--- src/rtl/if_prefetch.sv ---
`default_nettype none
// ============================================================================
// Module      : if_prefetch
// Description : Instruction-fetch prefetch queue. Issues in-order fetch
//               requests, allocates a queue slot per accepted request,
//               fills slots as responses return and presents the oldest
//               filled slot to decode. A redirect flushes the queue and
//               discards every response still in flight.
// Revision    : 1.0 - initial release
// ============================================================================
module if_prefetch #(
    parameter int                 PC_SIZE     = 32,
    parameter int                 DATA_WIDTH  = 32,
    parameter int                 QUEUE_DEPTH = 4,
    parameter logic [PC_SIZE-1:0] RESET_PC    = '0
) (
    input  logic                  clk,
    input  logic                  arst_n,
    input  logic                  redirect_in,
    input  logic [PC_SIZE-1:0]    redirect_pc_in,
    output logic                  imem_req_valid_out,
    output logic [PC_SIZE-1:0]    imem_req_addr_out,
    input  logic                  imem_req_ready_in,
    input  logic                  imem_rsp_valid_in,
    input  logic [DATA_WIDTH-1:0] imem_rsp_data_in,
    output logic                  inst_valid_out,
    input  logic                  inst_ready_in,
    output logic [DATA_WIDTH-1:0] inst_out,
    output logic [PC_SIZE-1:0]    pc_out,
    output logic [PC_SIZE-1:0]    pc4_out
);

    // Pointers carry one extra wrap bit so full and empty are distinguishable.
    localparam int                 c_PTR_W      = (QUEUE_DEPTH > 1) ? $clog2(QUEUE_DEPTH) : 1;
    localparam int                 c_CNT_W      = c_PTR_W + 1;
    localparam logic [c_CNT_W:0]   c_DEPTH_OCC  = (c_CNT_W + 1)'(QUEUE_DEPTH);
    localparam logic [PC_SIZE-1:0] c_PC_STEP    = PC_SIZE'(4);
    localparam logic [PC_SIZE-1:0] c_ALIGN_MASK = ~PC_SIZE'(3);

    if ((QUEUE_DEPTH < 2) || ((QUEUE_DEPTH & (QUEUE_DEPTH - 1)) != 0)) begin : g_bad_queue_depth
        $error("if_prefetch: QUEUE_DEPTH must be a power of two and at least 2");
    end

    logic [c_CNT_W-1:0]    r_alloc_ptr;
    logic [c_CNT_W-1:0]    r_fill_ptr;
    logic [c_CNT_W-1:0]    r_rd_ptr;
    logic [c_CNT_W-1:0]    r_drop_cnt;
    logic [PC_SIZE-1:0]    r_fetch_pc;
    logic [PC_SIZE-1:0]    r_pc_mem   [QUEUE_DEPTH];
    logic [DATA_WIDTH-1:0] r_data_mem [QUEUE_DEPTH];

    logic [c_CNT_W-1:0]    w_count;
    logic [c_CNT_W-1:0]    w_unfilled;
    logic [c_CNT_W-1:0]    w_drop_redirect;
    logic [c_CNT_W:0]      w_occupancy;
    logic [PC_SIZE-1:0]    w_target;
    logic [PC_SIZE-1:0]    w_head_pc;
    logic                  w_head_filled;
    logic                  w_req_valid;
    logic                  w_alloc;
    logic                  w_fill;
    logic                  w_pop;
    logic                  w_drop_rsp;

    // Allocated entries, and allocated entries still waiting for data.
    assign w_count     = r_alloc_ptr - r_rd_ptr;
    assign w_unfilled  = r_alloc_ptr - r_fill_ptr;

    // Stale responses still in flight reserve queue room just like live ones.
    assign w_occupancy = {1'b0, w_count} + {1'b0, r_drop_cnt};
    assign w_req_valid = arst_n & ~redirect_in & (w_occupancy < c_DEPTH_OCC);

    assign imem_req_valid_out = w_req_valid;
    assign imem_req_addr_out  = r_fetch_pc;

    assign w_alloc    = w_req_valid & imem_req_ready_in;
    assign w_drop_rsp = imem_rsp_valid_in & (r_drop_cnt != '0);
    assign w_fill     = imem_rsp_valid_in & (r_drop_cnt == '0) & ~redirect_in
                        & (w_unfilled != '0);

    // Head is filled once the registered fill pointer has moved past it, so a
    // response only becomes visible the cycle after it is written.
    assign w_head_filled  = (r_fill_ptr != r_rd_ptr);
    assign inst_valid_out = w_head_filled & ~redirect_in;
    assign w_pop          = inst_valid_out & inst_ready_in;

    assign w_head_pc = r_pc_mem[r_rd_ptr[c_PTR_W-1:0]];
    assign pc_out    = w_head_filled ? w_head_pc : '0;
    assign pc4_out   = w_head_filled ? (w_head_pc + c_PC_STEP) : '0;
    assign inst_out  = w_head_filled ? r_data_mem[r_rd_ptr[c_PTR_W-1:0]] : '0;

    // Low address bits of the target are forced to zero.
    assign w_target = redirect_pc_in & c_ALIGN_MASK;

    // Everything allocated but unfilled becomes stale; a response landing in
    // the redirect cycle itself is already accounted for and discarded.
    assign w_drop_redirect = r_drop_cnt + w_unfilled - c_CNT_W'(imem_rsp_valid_in);

    // Queue pointers and stale-response counter.
    always_ff @(posedge clk or negedge arst_n) begin
        if (!arst_n) begin
            r_alloc_ptr <= '0;
            r_fill_ptr  <= '0;
            r_rd_ptr    <= '0;
            r_drop_cnt  <= '0;
        end else if (redirect_in) begin
            r_alloc_ptr <= '0;
            r_fill_ptr  <= '0;
            r_rd_ptr    <= '0;
            r_drop_cnt  <= w_drop_redirect;
        end else begin
            r_alloc_ptr <= r_alloc_ptr + c_CNT_W'(w_alloc);
            r_fill_ptr  <= r_fill_ptr + c_CNT_W'(w_fill);
            r_rd_ptr    <= r_rd_ptr + c_CNT_W'(w_pop);
            r_drop_cnt  <= r_drop_cnt - c_CNT_W'(w_drop_rsp);
        end
    end

    // Fetch address: redirect target wins, otherwise step on each accepted request.
    always_ff @(posedge clk or negedge arst_n) begin
        if (!arst_n) begin
            r_fetch_pc <= RESET_PC;
        end else if (redirect_in) begin
            r_fetch_pc <= w_target;
        end else if (w_alloc) begin
            r_fetch_pc <= r_fetch_pc + c_PC_STEP;
        end
    end

    // Entry storage: pc captured at allocation, instruction captured at fill.
    always_ff @(posedge clk) begin
        if (w_alloc) begin
            r_pc_mem[r_alloc_ptr[c_PTR_W-1:0]] <= r_fetch_pc;
        end
        if (w_fill) begin
            r_data_mem[r_fill_ptr[c_PTR_W-1:0]] <= imem_rsp_data_in;
        end
    end

endmodule
`default_nettype wire

--- config.mk ---
export PLATFORM = sky130hd
export DESIGN_NAME = if_prefetch
export DESIGN_NICKNAME = d
export VERILOG_FILES = /design/src/rtl/if_prefetch.sv
export SDC_FILE = /design/constraint.sdc
export NUM_CORES = 1
export LEC_CHECK = 0
export CAP_MARGIN = 10
export CORE_MARGIN = 2
export CORE_UTILIZATION = 54
export DETAILED_ROUTE_END_ITERATION = 10
export PLACE_DENSITY = 0.81
export SETUP_SLACK_MARGIN = 0.5
export SLEW_MARGIN = 25
export SYNTH_ARGS = -nofsm -noshare
export SYNTH_HDL_FRONTEND = slang
export SYNTH_SLANG_ARGS = --single-unit
export TNS_END_PERCENT = 50
--- constraint.sdc ---
create_clock -name clk -period 7.5 [get_ports clk]
set_input_delay 1.5 -clock clk [delete_from_list [all_inputs] [get_ports clk]]
set_output_delay 1.5 -clock clk [all_outputs]
set_load 0.02 [all_outputs]
; Word level (Yosys, flattened, before mapping)
; Memories as Yosys holds them, arrays and structs flattened.
; Index checks and enable logic that the tools add are counted.
[totals]
regBits = 44
ram_bits = 256
inputBits = 70
out_inout_bits = 130
elab_cells = 47
memories = 2
[classes]
n_addsub = 11
n_lt_le_gt_ge = 1
n_eq_ne = 1
n_mux = 13
bitwise_logic = 10
n_reduce_logical = 4
[memory_table]
columns = name, depth, word_bits, rd, rd_ports_with_merged_regs, write_ports, line_no
row1 = r_data_mem, 4, 32, 1, 0, 1, 50  ; logic [DATA_WIDTH-1:0] r_data_mem [QUEUE_DEPTH];
row2 = r_pc_mem, 4, 32, 1, 0, 1, 49  ; logic [PC_SIZE-1:0] r_pc_mem [QUEUE_DEPTH];
[ops]
columns = operator, count
row1 = $mux W32, 5
row2 = $add A32 B3 Y32 const B, 2
row3 = $mux W3, 4
row4 = $add A3 B1 Y3, 3
row5 = $and A1 B1 Y1, 9
row6 = $reduce_bool A3 Y1, 2
row7 = $sub A3 B1 Y3, 2
row8 = $sub A3 B3 Y3, 2
row9 = $add A3 B3 Y4, 1
row10 = $lt A4 B3 Y1 const B, 1
row11 = $mux W1, 4
row12 = $add A3 B3 Y3, 1
row13 = $logic_not A3 Y1, 1
row14 = $ne A3 B3 Y1, 1
row15 = $reduce_bool A2 Y1, 1
row16 = $not A1 Y1, 1

; Logic depth before layout (Yosys ltp)
; Gate-level depths: netlist of the first run.
[depth]
word_depth = 7
depth_mapped = 17
ltp_nobuf = 14

; Least setup slack after synthesis of the first run
; OpenSTA, ideal clock, no wires.
[synth_timing]
kind = register -> register
startpoint = reg r_rd_ptr[1]
endpoint = mem r_pc_mem[0][10] (enable)
setup_time_ns = 0.454
arrival_ns = 5.252
required_ns = 7.046
path_slack_ns = 1.793
path_stages_with_launch = 15
path_buffers = 6
period_less_slack_ns = 5.707
cell_sequence = dfrtp_1 buf_4 buf_2 buf_2 buf_1 inv_1 fa_1 xor2_1 xnor2_1 ha_1 nor4b_1 nand4_1 clkbuf_1 clkbuf_1 nor3_1
[synth_via]
elab_chain_len = 7
[synth_rtl]
columns = item, line_no
row1 = "start, declared", 46  ; logic [c_CNT_W-1:0] r_rd_ptr;
row2 = "start signal, assigned", 114  ; r_rd_ptr <= r_rd_ptr + c_CNT_W'(w_pop);
row3 = $sub A3 B3 Y3, 66  ; assign w_count = r_alloc_ptr - r_rd_ptr;
row4 = $add A3 B3 Y4, 70  ; assign w_occupancy = {1'b0, w_count} + {1'b0, r_drop_cnt};
row5 = $lt A4 B3 Y1, 71  ; assign w_req_valid = arst_n & ~redirect_in & (w_occupancy < c_DEPTH_OCC);
row6 = $and A1 B1 Y1, 71
row7 = $and A1 B1 Y1, 76  ; assign w_alloc = w_req_valid & imem_req_ready_in;
row8 = $mux W1, 132  ; if (w_alloc) begin
row9 = $mux W1 (implied by the code), 133  ; r_pc_mem[r_alloc_ptr[c_PTR_W-1:0]] <= r_fetch_pc;
row10 = "end, declared", 49
; No other way between the ends.

; Final worst setup path of the first run
[layout_timing]
startpoint = reg r_rd_ptr[0]
endpoint = out pc4_out[30]
[layout_via]
elab_chain_len = 3
word_cells_on_any_way = 4
cone_classes = add/sub: 1 / eq/ne: 1 / mux: 1 / memory: 1
[layout_rtl]
columns = item, line_no
row1 = $mem_v2 Z4 W32, -
row2 = $add A32 B3 Y32, 89  ; assign pc4_out = w_head_filled ? (w_head_pc + c_PC_STEP) : '0;
row3 = $mux W32 (*), 89
row4 = "end, declared", 30  ; output logic [PC_SIZE-1:0] pc4_out
; Mark *: on every way between the ends. The rest lies on a longest branch, timed or not.

==> results of run 1 <==
## power breakdown
group	internal [mW]	total (mW)	switching, mW
Clock	0.728	1.28	0.554
Combinational	0.150	0.319	0.168
Sequential	1.81	1.89	0.0766
Total	2.69	3.49	0.799
## worst register-to-register path, cell delays in order, from the launching register on
cell     delay (ns)
dfrtp_4        0.95
ha_1           0.28
inv_1          0.05
fa_1           0.37
xor2_1         0.18
xnor2_1        0.14
ha_1           0.25
nor4b_1        0.37
nand4_1        0.15
buf_4          0.29
inv_1          0.71
and3_1         0.47
buf_4          0.43
## through the flow
stage / total power [mW] / instances / utilization, % / setup WS (ns) / area [µm²]
floorplan: 2.072 / 820 / - / 1.794 / 12940
CTS: 3.515 / 1349 / 68.00 / 1.790 / 15960
global route: 3.618 / 1350 / 68.09 / 1.548 / 15980
finish: 3.490 / 1350 / 68.09 / 1.838 / 15980
detailed placement: 2.240 / 1297 / 64.41 / 2.363 / 15120
global placement: 2.225 / 1297 / 64.41 / 2.409 / 15120
## layout make-up
class	count	share of cell area, %
clock buffers	47	5.018
clock inverters	5	0.2505
inverters	14	0.3288
multi-input cells	469	26.02
flip-flops and latches	290	53.21
well taps	319	2.497
repair buffers	206	12.68
## kinds of logic (layout without fill, tap and decap cells)
| logic type | count (synthesis) | in the layout | share of synthesized area (%) |
|---|---|---|---|
| AO/OA/AOI/OAI | 70 | 70 | 3.720 |
| XOR/XNOR | 28 | 28 | 1.899 |
| adder cells (fa/ha/maj) | 20 | 20 | 2.112 |
| buffers and inverters | 61 | 272 | 2.402 |
| flip-flops | 290 | 290 | 65.79 |
| multiplexers | 77 | 77 | 12.27 |
| other | 1 | 6 | 0.02903 |
| AND/OR/NAND/NOR | 268 | 268 | 11.78 |
## routing by layer
| layer | global-route usage, % | vias up | routed length [µm] |
|---|---|---|---|
| met4 | 6.650 | 0 | 569 |
| met1 | 33.83 | 4038 | 11760 |
| met2 | 36.69 | 362 | 14090 |
| met3 | 3.348 | 36 | 2100 |
| met5 | 0 | - | 0 |
| li1 | - | 3579 | - |
## worst paths after layout
| kind | from | end | slack [ns] | cells after the start |
|---|---|---|---|---|
| min in group asynchronous | arst_n | r_drop_cnt[2] | 1.05 | 2 |
| worst max register to register | r_rd_ptr[0] | r_pc_mem[3][29] | 2.49 | 12 |
| worst min-delay path | r_drop_cnt[2] | r_drop_cnt[2] | 0.53 | 1 |
| max in group asynchronous | arst_n | r_rd_ptr[0] | 6.01 | 2 |
| worst max-delay path | r_rd_ptr[0] | pc4_out[30] | 1.84 | 7 |
| worst min register to register | r_drop_cnt[2] | r_drop_cnt[2] | 0.53 | 1 |
## Yosys cell counts (all sizes together), types with 17 or more instances
cell type / instances / share of area (%)
edfxtp: 248 / 58
nor2b: 71 / 3.4
mux4: 62 / 11
nand2: 45 / 1.3
dfrtp: 42 / 8.1
nor2: 38 / 1.1
buf: 24 / 1.3
o21ai: 24 / 0.93
clkbuf: 23 / 0.68
nand3: 23 / 0.89
nand4: 21 / 1.2
xor2: 19 / 1.3
nor3: 18 / 0.74
ha: 17 / 1.6
## state kept, by name, summed over array words and instances, names as in the netlist
name               cells
r_data_mem           128
r_pc_mem             120
imem_req_addr_out     30
r_alloc_ptr            3
r_drop_cnt             3
r_fill_ptr             3
r_rd_ptr               3
==> summary.md, run 1 <==
| Metric | Value |
|---|---|
| Status | `finished, final reports clean` |
| DRT Pass-1 Iters | `5` |
| Deepest clock path buffer count | `3` |
| Max frequency | `176.6 MHz` |
| Register area | `8503 µm²` |
| Total CTS buffers | `28` |
| Max IR drop VDD | `0.0001468 V` |
| Slew margin rel. | `40.56%` |
| Routed WL | `28,530 µm` |
| Initial antenna violation count | `0` |
| Top delay family on crit path | `flip-flops` |
| Crit-path slowest cell | `dfrtp_4` |
| # diodes | `0` |
| Syn avg cell area | `15.85 µm²` |
| Largest net degree at the start of global routing | `52` |
| Routed WL per cell | `21.13 µm` |
| Layout cells sized above 1 | `13.00%` |
| CP cell instances | `mux4_1, ha_1, and3_1, nand2_2, nor4_1, mux2_1, clkdlybuf4s50_1` |
| Initial Util | `55.03%` |
| Vias in the first global route | `7,741` |
| Final-layout fill cell count | `1,562` |
| Area of the multi-input gates | `4158 µm²` |
| Final hold vios | `0` |
| Placer Congestion | `0.8620` |
| FP Rows | `56` |
| Seq/Total Area, Yosys | `65.79%` |
| Crit Path Max Fanout | `41` |
| #FFs+latches synth | `290` |
| Die height | `158.7 µm` |
| H-tree depth | `1` |
| Setup Skew | `0.01548 ns` |
| Tmin final | `5.662 ns` |
| Least-Margin Pin Slew | `0.8916 ns` |
| Ys flop type | `edfxtp_1` |
| Clk root buf | `clkbuf_16` |
| Global-route wire length before repair | `44,040 µm` |
| Number of flops mapped to enable cells by yosys | `248` |
| Post-CTS Resized | `0` |
| # DRC | `0` |
| Startpoint types | `register` |
| DIE AREA | `25,170 µm²` |
| Crit path DAT | `4.16 ns` |
| Core Area | `23,470 µm²` |
| Worst-Skew Late Latency | `0.53 ns` |
| Pwr/cell area | `218.4 nW/µm²` |
| Total GRT Usage | `23.10%` |
| Crit-path max cell delay | `0.95 ns` |
| Leakage power | `5.349 nW` |
| CTS tree | `done` |
| Via Count | `8,015` |
| Async SR Flop Fraction | `14.48%` |
| Commonest non-fill, non-tap cell in the layout | `edfxtp_1` |
| Final ANT Viol Nets | `0` |
| HPWL Detailed | `18,640 µm` |
| Num Clock Sinks | `290` |
| Fin Setup TNS | `0 ns` |
| Critical Path RT | `6.00 ns` |
| Max_cap viols | `0` |
| Synthesized instance count | `815` |
| Worst Path Buf+Inv | `1` |
| Cell Area, Synth | `12,920 µm²` |
| CP endpoint kind | `output pin` |
| GRT overflow | `0` |
| IO buf count | `191` |
| Post-DR vias/cell | `5.937` |
| Final setup vio count | `0` |
| Hold slack | `0.5286 ns` |
| Chip Width | `158.7 µm` |
| Final Max Tran Viols | `0` |
| Area Overhead vs Synth | `23.72%` |
| Reg clk slew, reported paths | `0.07 ns` |
| # nets final | `1,099` |
| Final Cycle Share | `75.49%` |
| CTS Hold Buffers Added | `0` |
| RSZ-0062 raised after global routing | `no` |
| Crit path kind | `reg2out` |
| Library cells used by synthesis | `52` |
| IO Pins | `200` |
| Most frequent cells in the layout | `edfxtp_1 (248), clkdlybuf4s50_1 (189), nor2b_1 (71)` |
| Post-CTS Repair Setup Buffers | `0` |
| Min-Delay Path Class | `reg2reg` |
| First DRT Iteration DRCs | `766` |
| Yosys warning count | `0` |
No activity file was read; power rests on OpenSTA's default activity.
==> inputs of run 2 (changes only) <==
- CORE_UTILIZATION: 54 -> 49
- PLACE_DENSITY: 0.81 -> 0.78
- clock period: 7.5 -> 5.02 ns (I/O delays scaled with it)
==> run 2 against run 1 <==
Utilization is 5.5 points lower. First-iteration DRC count shrank 7.3%. Count of clock-buffer cells in the layout down 16. Via count down 1.6%. Sequential share of layout area down 0.90 points. Sequential cell count did not move. Non-clock buffer count grew 11. Routed wire length grew 0.73%. Combinational power up 52%. Critical path type unchanged.
==> summary.md, run 2 (synthesized netlist as in run 1, its figures left out) <==
| Metric | Value |
|---|---|
| Status | `finished, final reports clean` |
| # nets final | `1,110 (+1.0%)` |
| Via Count | `7,884 (-1.6%)` |
| HPWL Detailed | `19,020 µm (+2.0%)` |
| DRT Pass-1 Iters | `5 (unchanged)` |
| Max_cap viols | `0 (unchanged)` |
| Crit path DAT | `3.51 ns (-0.65 ns)` |
| Routed WL per cell | `20.88 µm (-1.2%)` |
| CP endpoint kind | `output pin` |
| Clk root buf | `clkbuf_16` |
| Crit path kind | `reg2out` |
| Int Pwr | `4.069 mW (+51%)` |
| Layout cells sized above 1 | `15.47% (+2.5 points)` |
| Commonest non-fill, non-tap cell in the layout | `edfxtp_1` |
| # diodes | `0 (unchanged)` |
| Total GRT Usage | `20.64% (-2.5 points)` |
| Placer Congestion | `0.8595 (-0.29%)` |
| Worst Slack Setup Final | `0.5048 ns (-1.334 ns)` |
| CTS Hold Buffers Added | `0 (unchanged)` |
| Hold slack | `0.5280 ns (-0.0005870 ns)` |
| Die height | `166.4 µm (+4.9%)` |
| Max IR drop VDD | `0.0002016 V (+37%)` |
| Final core utilization | `62.58% (-5.5 points)` |
| Startpoint types | `register` |
| DIE AREA | `27,680 µm² (+9.9%)` |
| Share of total power in sequential cells | `53.3% (-0.8 points)` |
| FP Rows | `59 (+5.4%)` |
| Switching part of the total | `23.28% (+0.39 points)` |
| Least-Margin Pin Slew | `0.8652 ns (-0.02639 ns)` |
| Global-route wire length before repair | `44,990 µm (+2.1%)` |
| Routed WL | `28,730 µm (+0.73%)` |
| Gate power share | `9.2% (about the same)` |
| H-tree depth | `1 (unchanged)` |
| Final Cycle Share | `89.94%` |
| Initial antenna violation count | `0 (unchanged)` |
| Leakage power | `5.592 nW (+4.5%)` |
| Chip Width | `166.4 µm (+4.9%)` |
| Final setup vio count | `0 (unchanged)` |
| Vias in the first global route | `7,915 (+2.2%)` |
| Most frequent cells in the layout | `edfxtp_1 (248), clkdlybuf4s50_1 (181), nor2b_1 (71)` |
| Final-layout fill cell count | `1,863 (+19%)` |
| Final Max Tran Viols | `0 (unchanged)` |
| Post-DR vias/cell | `5.730 (-3.5%)` |
| Max FFs per register | `128 (unchanged)` |
| Num Clock Sinks | `290 (unchanged)` |
| CTS tree | `done` |
| IO Pins | `200 (unchanged)` |
| RSZ-0062 raised after global routing | `yes` |
| Crit Path Max Fanout | `10 (-76%)` |
| Final hold vios | `0 (unchanged)` |
| Pwr/cell area | `326.2 nW/µm² (+49%)` |
| Initial Util | `49.71% (-5.3 points)` |
| Min-Delay Path Class | `reg2reg` |
| Final ANT Viol Nets | `0 (unchanged)` |
| IO buf count | `191 (unchanged)` |
| Total CTS buffers | `28 (unchanged)` |
| Net switching power | `1.235 mW (+55%)` |
| Worst-Skew Late Latency | `0.53 ns (about the same)` |
| Pre-CTS WS | `0.7212 ns (-1.642 ns)` |
| Reg clk slew, reported paths | `0.06 ns (about the same)` |
| # DRC | `0 (unchanged)` |
| Clock network power share | `37.6% (+0.9 points)` |
| Fin Setup TNS | `0 ns (unchanged)` |
| GRT overflow | `0 (unchanged)` |
| Largest net degree at the start of global routing | `51 (-1.9%)` |
| Core Area | `25,980 µm² (+11%)` |
| Tmin final | `4.515 ns` |
| Max frequency | `221.5 MHz` |
| Slew margin rel. | `42.32% (+1.8 points)` |
| Total Power | `5.304 mW (+52%)` |
| Critical Path RT | `4.02 ns (-1.98 ns)` |
| Deepest clock path buffer count | `3 (unchanged)` |
| Setup Skew | `0.01169 ns (-0.003791 ns)` |
| Area Overhead vs Synth | `25.88%` |
| First DRT Iteration DRCs | `710 (-7.3%)` |
## run 2: path summary, 6_finish.rpt
path,start,endpoint,slack [ns],cells past startpoint
max,r_rd_ptr[0],pc4_out[31],0.50,8
min,r_drop_cnt[2],r_drop_cnt[2],0.53,1
max reg2reg,r_rd_ptr[0],imem_req_addr_out[21],1.24,14
min reg2reg,r_drop_cnt[2],r_drop_cnt[2],0.53,1
max in group asynchronous,arst_n,r_rd_ptr[0],3.99,2
min in group asynchronous,arst_n,imem_req_addr_out[5],0.60,2
## run 2: per-layer routing
| metal | GRT usage (%) | routed length (µm) |
|---|---|---|
| met5 | 0 | 0 |
| met4 | 5.697 | 653 |
| met3 | 2.812 | 1637 |
| met2 | 33.56 | 14130 |
| met1 | 29.67 | 12310 |
## run 2: what timing repair did
action	4_1_cts	5_1_grt
pin swaps	0	0
hold endpoints to repair	0	0
resized for setup	5	13
setup endpoints to repair	65	31
buffers inserted	4	0
## run 2: power by group through the flow
stage               clock (mW)  combinational, mW  sequential (mW)
floorplan                    0              0.231             2.86
global placement             0              0.471             2.87
detailed placement           0              0.484             2.87
CTS                       2.03              0.487             2.82
global route              2.12              0.530             2.84
finish                    1.99              0.485             2.83
## run 2: layout make-up
class / count / area (µm²) / area share, %
flip-flops and latches: 290 / 8506 / 52.31
multi-input cells: 469 / 4198 / 25.82
repair buffers: 217 / 2197 / 13.51
clock buffers: 31 / 711.9 / 4.378
well taps: 335 / 419.2 / 2.578
clock inverters: 20 / 176.4 / 1.085
inverters: 14 / 52.55 / 0.3232
## run 2: metrics by stage
step	std cells	instance area, µm²
2_1_floorplan	820	12950
3_3_place_gp	1320	15220
3_5_place_dp	1320	15220
4_1_cts	1375	16180
5_1_grt	1376	16260
6_report	1376	16260
## run 2: critical path, stage by stage, from the launching register on
cell	delay (ns)
dfrtp_4	0.49
buf_12	0.16
buf_4	0.20
mux4_2	0.41
and4_4	0.25
nand4_4	0.21
nor4_2	0.34
mux2_1	0.38
clkdlybuf4s50_1	0.55
==> inputs of run 3 (changes only) <==
- CORE_ASPECT_RATIO: not set -> 0.8
==> run 3 against run 2 <==
Sequential power is essentially flat. Global-route usage grew 0.74 points. Routed wire length grew 2.3%. Fmax grew 0.25%. Die area is essentially flat. Clock skew grew 0.0079 ns. First-iteration DRC count shrank 1.3%. Final cell count grew 1.6%. Via count is essentially flat. Critical endpoint unchanged. Largest power group unchanged.
==> summary.md, run 3 (synthesized netlist as in run 1, its figures left out) <==
| Metric | Value |
|---|---|
| Commonest non-fill, non-tap cell in the layout | `edfxtp_1` |
| Final setup vio count | `0 (unchanged)` |
| Status | `finished, final reports clean` |
| Pwr/cell area | `337.1 nW/µm² (+3.3%)` |
| Crit-path slowest cell | `dfrtp_4` |
| Critical Path RT | `4.02 ns (about the same)` |
| Tmin final | `4.504 ns (-0.01129 ns)` |
| Leakage power | `5.525 nW (-1.2%)` |
| Final Cycle Share | `89.72% (-0.22 points)` |
| Routed WL | `29,410 µm (+2.3%)` |
| Crit-path max cell delay | `0.59 ns (+0.04 ns)` |
| Worst reg2reg path depth | `14 (unchanged)` |
| Via Count | `7,878 (-0.076%)` |
| Largest net degree at the start of global routing | `66 (+29%)` |
| CP cell instances | `buf_16, mux4_1, and4_4, nand4_4, nor4_2, mux2_1, clkdlybuf4s50_1` |
| Final-layout fill cell count | `1,895 (+1.7%)` |
| Pre-CTS WS | `0.8588 ns (+0.1376 ns)` |
| Hold Crit Start | `r_drop_cnt[2]` |
| Final ANT Viol Nets | `0 (unchanged)` |
| IO buf count | `191 (unchanged)` |
| RR Endpoint | `imem_req_addr_out[20]` |
| Top delay family on crit path | `simple AND/OR/NAND/NOR gates` |
| Min-Delay Path Class | `reg2reg` |
| Hold path depth | `1 (unchanged)` |
| RSZ-0062 raised after global routing | `yes` |
| Num Clock Sinks | `290 (unchanged)` |
| Startpoint types | `register` |
| DIE AREA | `27,680 µm² (about the same)` |
| Least-Margin Pin Slew | `0.8601 ns (-0.005027 ns)` |
| Final core utilization | `62.66% (+0.086 points)` |
| Vias in the first global route | `7,664 (-3.2%)` |
| Worst Path Buf+Inv | `2 (-1)` |
| Fin Setup TNS | `0 ns (unchanged)` |
| HPWL Detailed | `19,110 µm (+0.47%)` |
| Reg clk slew, reported paths | `0.06 ns (about the same)` |
| Hold Path Sink | `r_drop_cnt[2]` |
| Placer Congestion | `0.8380 (-2.5%)` |
| Area Overhead vs Synth | `26.42%` |
| Placed Area | `15,230 µm² (+0.12%)` |
| Most frequent cells in the layout | `edfxtp_1 (248), clkdlybuf4s50_1 (185), nor2b_1 (71)` |
| Final instance area | `16,330 µm² (+0.43%)` |
| Worst-Skew Late Latency | `0.56 ns (+0.03 ns)` |
| Total CTS buffers | `30 (+7.1%)` |
| First DRT Iteration DRCs | `701 (-1.3%)` |
| Chip Width | `185.5 µm (+12%)` |
| IO Pins | `200 (unchanged)` |
| Deepest clock path buffer count | `3 (unchanged)` |
| Hold slack | `0.5427 ns (+0.01470 ns)` |
| Post-DR vias/cell | `5.635 (-1.6%)` |
| Max frequency | `222.0 MHz (+0.25%)` |
| FP Rows | `53 (-10%)` |
| Register area | `8506 µm² (unchanged)` |
| DRT Pass-1 Iters | `6 (+1)` |
| Reg2Reg Launch Point | `r_rd_ptr[0]` |
| Routed WL per cell | `21.04 µm (+0.74%)` |
| CTS tree | `done` |
| Worst Slack Setup Final | `0.5161 ns (+0.01129 ns)` |
| Crit Path Max Fanout | `12 (+2)` |
| Initial Util | `49.57% (-0.15 points)` |
| # nets final | `1,107 (-0.27%)` |
| Crit path kind | `reg2out` |
| Crit path from | `r_rd_ptr[0]` |
| Max FFs per register | `128 (unchanged)` |
| Initial antenna violation count | `0 (unchanged)` |
| Final Max Tran Viols | `0 (unchanged)` |
| Core Area | `26,060 µm² (+0.29%)` |
| Setup Skew | `0.01963 ns (+0.007947 ns)` |
| Total GRT Usage | `21.38% (+0.74 points)` |
| Crit path DAT | `3.50 ns (about the same)` |
| Layout cells sized above 1 | `15.67% (+0.21 points)` |
| GRT overflow | `0 (unchanged)` |
| H-tree depth | `1 (unchanged)` |
| Max_cap viols | `0 (unchanged)` |
| Die height | `149.2 µm (-10%)` |
| Area of the multi-input gates | `4198 µm² (unchanged)` |
| Slew margin rel. | `42.66% (+0.34 points)` |
| Global-route wire length before repair | `45,070 µm (+0.18%)` |
| Max IR drop VDD | `0.0003187 V (+58%)` |
| Reg2Reg Setup Slack | `1.31 ns (+0.07 ns)` |
| Final hold vios | `0 (unchanged)` |
| # DRC | `0 (unchanged)` |
| Clk root buf | `clkbuf_16` |
| CP endpoint kind | `output pin` |
## run 3: cell type report
type                            count  share of cell area (%)
Antenna cell                        1                 0.01532
Clock buffer                       33                   4.666
Sequential cell                   290                   52.08
Timing Repair Buffer              212                   13.02
Clock inverter                     22                   1.448
Tap cell                          357                   2.735
Multi-Input combinational cell    469                   25.70
Inverter                           14                  0.3218
## run 3: worst max path at each step
| stage | to | slack [ns] | cells after the start |
|---|---|---|---|
| finish | pc4_out[31] | 0.52 | 7 |
| global route | imem_req_valid_out | 0.35 | 9 |
| CTS | pc4_out[31] | 0.50 | 7 |
| detailed placement | pc4_out[30] | 0.86 | 6 |
| global placement | pc4_out[30] | 0.88 | 6 |
| floorplan | r_pc_mem[0][10] | 0.22 | 14 |
## run 3: what timing repair did
action,CTS,global route
setup buffers,2,0
hold buffers,0,0
resized for setup,8,6
pin swaps,0,0
setup endpoints to repair,22,15
## run 3: stage by stage
| stage | power [mW] | cells |
|---|---|---|
| floorplan | 3.096 | 820 |
| global placement | 3.340 | 1339 |
| detailed placement | 3.361 | 1339 |
| CTS | 5.535 | 1396 |
| global route | 5.689 | 1397 |
| finish | 5.505 | 1398 |
## run 3: per-layer routing
layer,share of wire [%],global-route usage [%],vias to the layer above
li1,-,-,3598
met1,45,31.76,3945
met2,46,33.15,287
met3,6.9,3.833,48
met4,2.0,5.197,0
met5,0,0,-
## run 3: report_power, final
part	internal, mW	total [mW]	leakage, nW	switching [mW]
logic	0.229	0.482	2.30	0.253
registers	2.71	2.83	2.76	0.127
clock network	1.26	2.19	0.466	0.924
total	4.20	5.50	5.52	1.30
==> patch 1: new RTL, flow settings as in run 1 <==
`QUEUE_DEPTH`: 4 -> 2.
--- a/src/rtl/if_prefetch.sv
+++ b/src/rtl/if_prefetch.sv
@@ -11,7 +11,7 @@
 module if_prefetch #(
     parameter int                 PC_SIZE     = 32,
     parameter int                 DATA_WIDTH  = 32,
-    parameter int                 QUEUE_DEPTH = 4,
+    parameter int                 QUEUE_DEPTH = 2,
     parameter logic [PC_SIZE-1:0] RESET_PC    = '0
 ) (
     input  logic                  clk,
Function: changed (Yosys sat finds a counterexample within 4 cycles, from zero or initial values and one cycle with arst_n low).
==> patch 1 against run 1 <==
- power down 34%
- non-clock buffer count down 5
- final area down 33%
- worst setup slack worse by 0.32 ns
- wire length down 29%
- hold slack worse by 0.021 ns
- synthesized area down 37%
- sequential cell count down 128
- largest power group unchanged
==> patch 1: results (changes against run 1) <==
Status
  – Outcome: completed

Place
  – Post-place setup slack: 1.98 ns (-0.378 ns)
  – Placed inst area: 10100 um^2 (-33%)
  – Routability Congestion: 0.956 (+11%)
  – Placed Cells: 1036 (-20%)

Cells and area
  – Fill cells: 944 (-40%)
  – Max reg flops: 64 (-50%)
  – Area Overhead vs Synth: 32.4%
  – Layout cell share with drive strength beyond 1: 6.56% (-6.4 points)
  – Finished Layout Cells: 1068 (-21%)
  – Nets@finish: 954 (-13%)

Drt
  – Routed vias/inst: 5.92 (-0.25%)
  – Initial drt markers: 467 (-39%)

Worst setup path
  – Worst Path Arrival: 4.48 ns (+0.32 ns)
  – Worst r2r path cells: 10 (-2)
  – Worst-path fanout max: 59 (+44%)
  – Largest stage delay, worst path: 1.02 ns (+0.07 ns)
  – Register-to-register setup slack: 3.00 ns (+0.51 ns)
  – Family with the most delay on the worst path: simple AND/OR/NAND/NOR gates
  – R2r endpoint: r_pc_mem[1][10]

Power and ir drop
  – Max VDD drop: 0.162 mV (+11%)
  – Lkg Pwr: 3.71 nW (-31%)
  – Sw frac: 25.1% (+2.2 points)

Synth
  – Compound-Gate Fraction of Synth Area: 9.10% (+5.4 points)
  – Most frequent cells after synthesis: edfxtp_1 (124), nor2_1 (95), mux2i_1 (64)
  – Area contributors post-synth: edfxtp_1 (46%), dfrtp_1 (12%), mux2i_1 (7.9%)
  – Mux share of post-synthesis cell area: 8.33% (-3.9 points)
  – Async SR Flop Fraction: 23.5% (+9.0 points)
  – EDFF count, synth: 124 (-50%)
  – Unique masters post-synth: 64 (+23%)
  – Register area share after synthesis: 57.7% (-8.0 points)
  – Xor and xnor fraction of the mapped netlist area: 2.70% (+0.81 points)
  – Syn Inst Count: 688 (-16%)
  – Post-synthesis adder-cell area fraction: 2.10% (-0.0096 points)

Clock network
  – Deepest clock path buffer count: 2 (-1)
  – CTS buffer count: 17 (-39%)

STA
  – Worst Skew: 0.00907 ns (-0.00640 ns)
  – Fin Hold WS: 0.508 ns (-0.0210 ns)
  – Slew HR: 39.3% (-1.3 points)

GRT
  – Global-route wire length before repair: 32000 um (-27%)
  – Largest net degree at the start of global routing: 60 (+15%)
  – Global-route usage over all layers: 25.5% (+2.4 points)

Worst hold path
  – Hold Path Sink: r_drop_cnt[1]
-- patch 1: area by class of cell --
cell class | count | area share (%)
clock buffers | 19 | 4.04
clock inverters | 13 | 1.70
inverters | 12 | 0.420
multi-input cells | 477 | 29.5
flip-flops and latches | 162 | 43.7
well taps | 184 | 2.15
repair buffers | 201 | 18.5
-- patch 1: layer usage --
layer / up-vias / track usage (%) / routed length, um
met5: - / 0 / 0
met4: 0 / 9.63 / 442
met3: 37 / 5.36 / 1400
met2: 302 / 41.0 / 9800
met1: 3068 / 34.5 / 8520
li1: 2918 / - / -
-- patch 1: worst register-to-register path, cell delays in order, from the launching register on --
cell     delay, ns
dfrtp_4       1.02
ha_1          0.31
xor2_1        0.19
xnor2_1       0.11
fa_1          0.51
and4b_1       0.24
nand2_1       0.53
inv_1         0.26
buf_4         0.33
ha_1          0.25
buf_4         0.38
-- patch 1: power groups by stage --
stage	registers, mW	clock network [mW]	logic [mW]
CTS	1.09	0.912	0.316
global placement	1.10	0	0.304
finish	1.09	0.901	0.315
detailed placement	1.10	0	0.313
global route	1.10	0.953	0.341
floorplan	1.11	0	0.151
-- patch 1: how the worst max path moves through the flow --
stage | to | slack (ns) | from
2_1_floorplan | r_pc_mem[1][10] | 3.46 | redirect_in
3_3_place_gp | pc4_out[26] | 2.08 | r_rd_ptr[0]
3_5_place_dp | pc4_out[26] | 1.98 | r_rd_ptr[0]
4_1_cts | pc4_out[26] | 1.52 | r_rd_ptr[0]
5_1_grt | pc4_out[26] | 1.29 | r_rd_ptr[0]
6_report | pc4_out[26] | 1.52 | r_rd_ptr[0]
==> patch 2: new RTL, settings of run 1 <==
Without the edit above. Reset style: synchronous (`arst_n`), changed in 2 clocked blocks.
--- a/src/rtl/if_prefetch.sv
+++ b/src/rtl/if_prefetch.sv
@@ -97,7 +97,7 @@
     assign w_drop_redirect = r_drop_cnt + w_unfilled - c_CNT_W'(imem_rsp_valid_in);
 
     // Queue pointers and stale-response counter.
-    always_ff @(posedge clk or negedge arst_n) begin
+    always_ff @(posedge clk) begin
         if (!arst_n) begin
             r_alloc_ptr <= '0;
             r_fill_ptr  <= '0;
@@ -117,7 +117,7 @@
     end
 
     // Fetch address: redirect target wins, otherwise step on each accepted request.
-    always_ff @(posedge clk or negedge arst_n) begin
+    always_ff @(posedge clk) begin
         if (!arst_n) begin
             r_fetch_pc <= RESET_PC;
         end else if (redirect_in) begin
Behaviour: differs if arst_n is asserted again (counterexample within 4 cycles, from zero or initial values and one cycle with arst_n low); with arst_n held inactive, the same outputs for 4 cycles.
==> patch 2 against run 1 <==
- sequential cell count unchanged
- power down 1.3%
- worst setup slack worse by 0.26 ns
- wire length down 0.72%
- final area about the same
- via count up 0.92%
- non-clock buffer count down 2
- largest power group unchanged
- synthesized area down 0.84%
- critical endpoint is now pc4_out[31]
- largest cell class unchanged
==> patch 2: results (changes against run 1) <==
Drt
  – Routed vias/inst: 5.86 (-1.3%)
  – WL final: 28300 um (-0.72%)
  – Routed length per placed instance: 20.5 um (-3.0%)
  – Post-route DRC: 0 (unchanged)

Worst hold path
  – Hold Path Sink: r_drop_cnt[2]
  – WHS Path Cells: 2 (+1)
  – Min-Delay Startpoint: r_drop_cnt[2]

Worst setup path
  – Register-to-register setup slack: 2.70 ns (+0.21 ns)
  – Largest stage delay, worst path: 0.81 ns (-0.14 ns)
  – Worst R2R Start: r_rd_ptr[0]
  – R2r endpoint: r_pc_mem[3][26]
  – Worst r2r path cells: 10 (-2)
  – Worst Path Arrival: 4.42 ns (+0.26 ns)
  – Max stage delay cell, worst path: dfxtp_2

Synth
  – Async SR Flop Fraction: 0% (-14 points)
  – Most frequent cells after synthesis: edfxtp_1 (248), mux4_2 (62), nor2b_1 (60)
  – Area contributors post-synth: edfxtp_1 (58%), mux4_2 (11%), dfxtp_1 (6.6%)
  – Unique masters post-synth: 61 (+17%)
  – Register area share after synthesis: 64.7% (-1.1 points)

Power and ir drop
  – Sw frac: 20.8% (-2.1 points)
  – Max VDD drop: 0.212 mV (+45%)
  – Lkg Pwr: 5.21 nW (-2.7%)

GRT
  – Global-route wire length before repair: 43500 um (-1.1%)
  – Vias in the first global route: 7819 (+1.0%)
  – Global-route usage over all layers: 22.7% (-0.37 points)
  – Largest net degree at the start of global routing: 57 (+9.6%)

STA
  – Fin Hold WS: 0.571 ns (+0.0422 ns)
  – Slew HR: 32.9% (-7.7 points)

Place
  – Routability Congestion: 0.834 (-3.3%)
  – Post-place setup slack: 2.07 ns (-0.291 ns)
  – Placed inst area: 15000 um^2 (-0.64%)
  – Post-DP HPWL: 18100 um (-3.2%)

Clock network
  – Root buf cell: clkbuf_16

Cells and area
  – Layout cell share with drive strength beyond 1: 13.7% (+0.75 points)
  – Nets@finish: 1131 (+2.9%)

Status
  – Outcome: completed
patch 2: kinds of logic after synthesis:
family	after synthesis	synth area share (%)
fa+ha+maj	20	2.13
xor+xnor	24	1.75
flops	290	64.7
simple gates	271	11.8
buf+inv	73	2.63
other cells	1	0.0293
compound gates	93	4.63
mux	79	12.4
patch 2: critical path, delay by kind of cell, from the launching register on:
family	cells	cell delay, ns
mux	1	0.43
simple gates	3	1.15
buf+inv	2	1.28
flops	1	0.81
compound gates	1	0.19
patch 2: final cells by class:
cell class / instances / area, um^2
fill: 1614 / 7430
sequential: 290 / 8290
inverter: 24 / 91.3
multi-input combinational: 493 / 4230
tap: 319 / 399
clock inverter: 17 / 223
timing repair buffer: 204 / 2010
clock buffer: 34 / 723
patch 2: layer usage:
layer	share of wire [%]	up-vias	track usage (%)
met5	0	-	0
met4	1.7	0	5.83
met3	6.9	31	2.90
met2	48	351	36.5
met1	44	4008	33.4
li1	-	3699	-
patch 2: power groups by stage:
stage               sequential (mW)  combinational [mW]  clock (mW)
finish                         1.81               0.198        1.43
floorplan                      1.84              0.0984           0
global placement               1.84               0.192           0
detailed placement             1.84               0.195           0
CTS                            1.81               0.197        1.45
global route                   1.82               0.216        1.51
patch 2: worst max-delay path by stage:
stage	start	end	slack, ns
floorplan	r_rd_ptr[1]	r_pc_mem[0][10]	1.25
global placement	r_rd_ptr[0]	pc4_out[31]	2.07
detailed placement	r_rd_ptr[0]	pc4_out[31]	2.07
CTS	r_rd_ptr[0]	pc4_out[31]	1.48
global route	r_rd_ptr[0]	pc4_out[29]	1.24
finish	r_rd_ptr[1]	pc4_out[31]	1.58
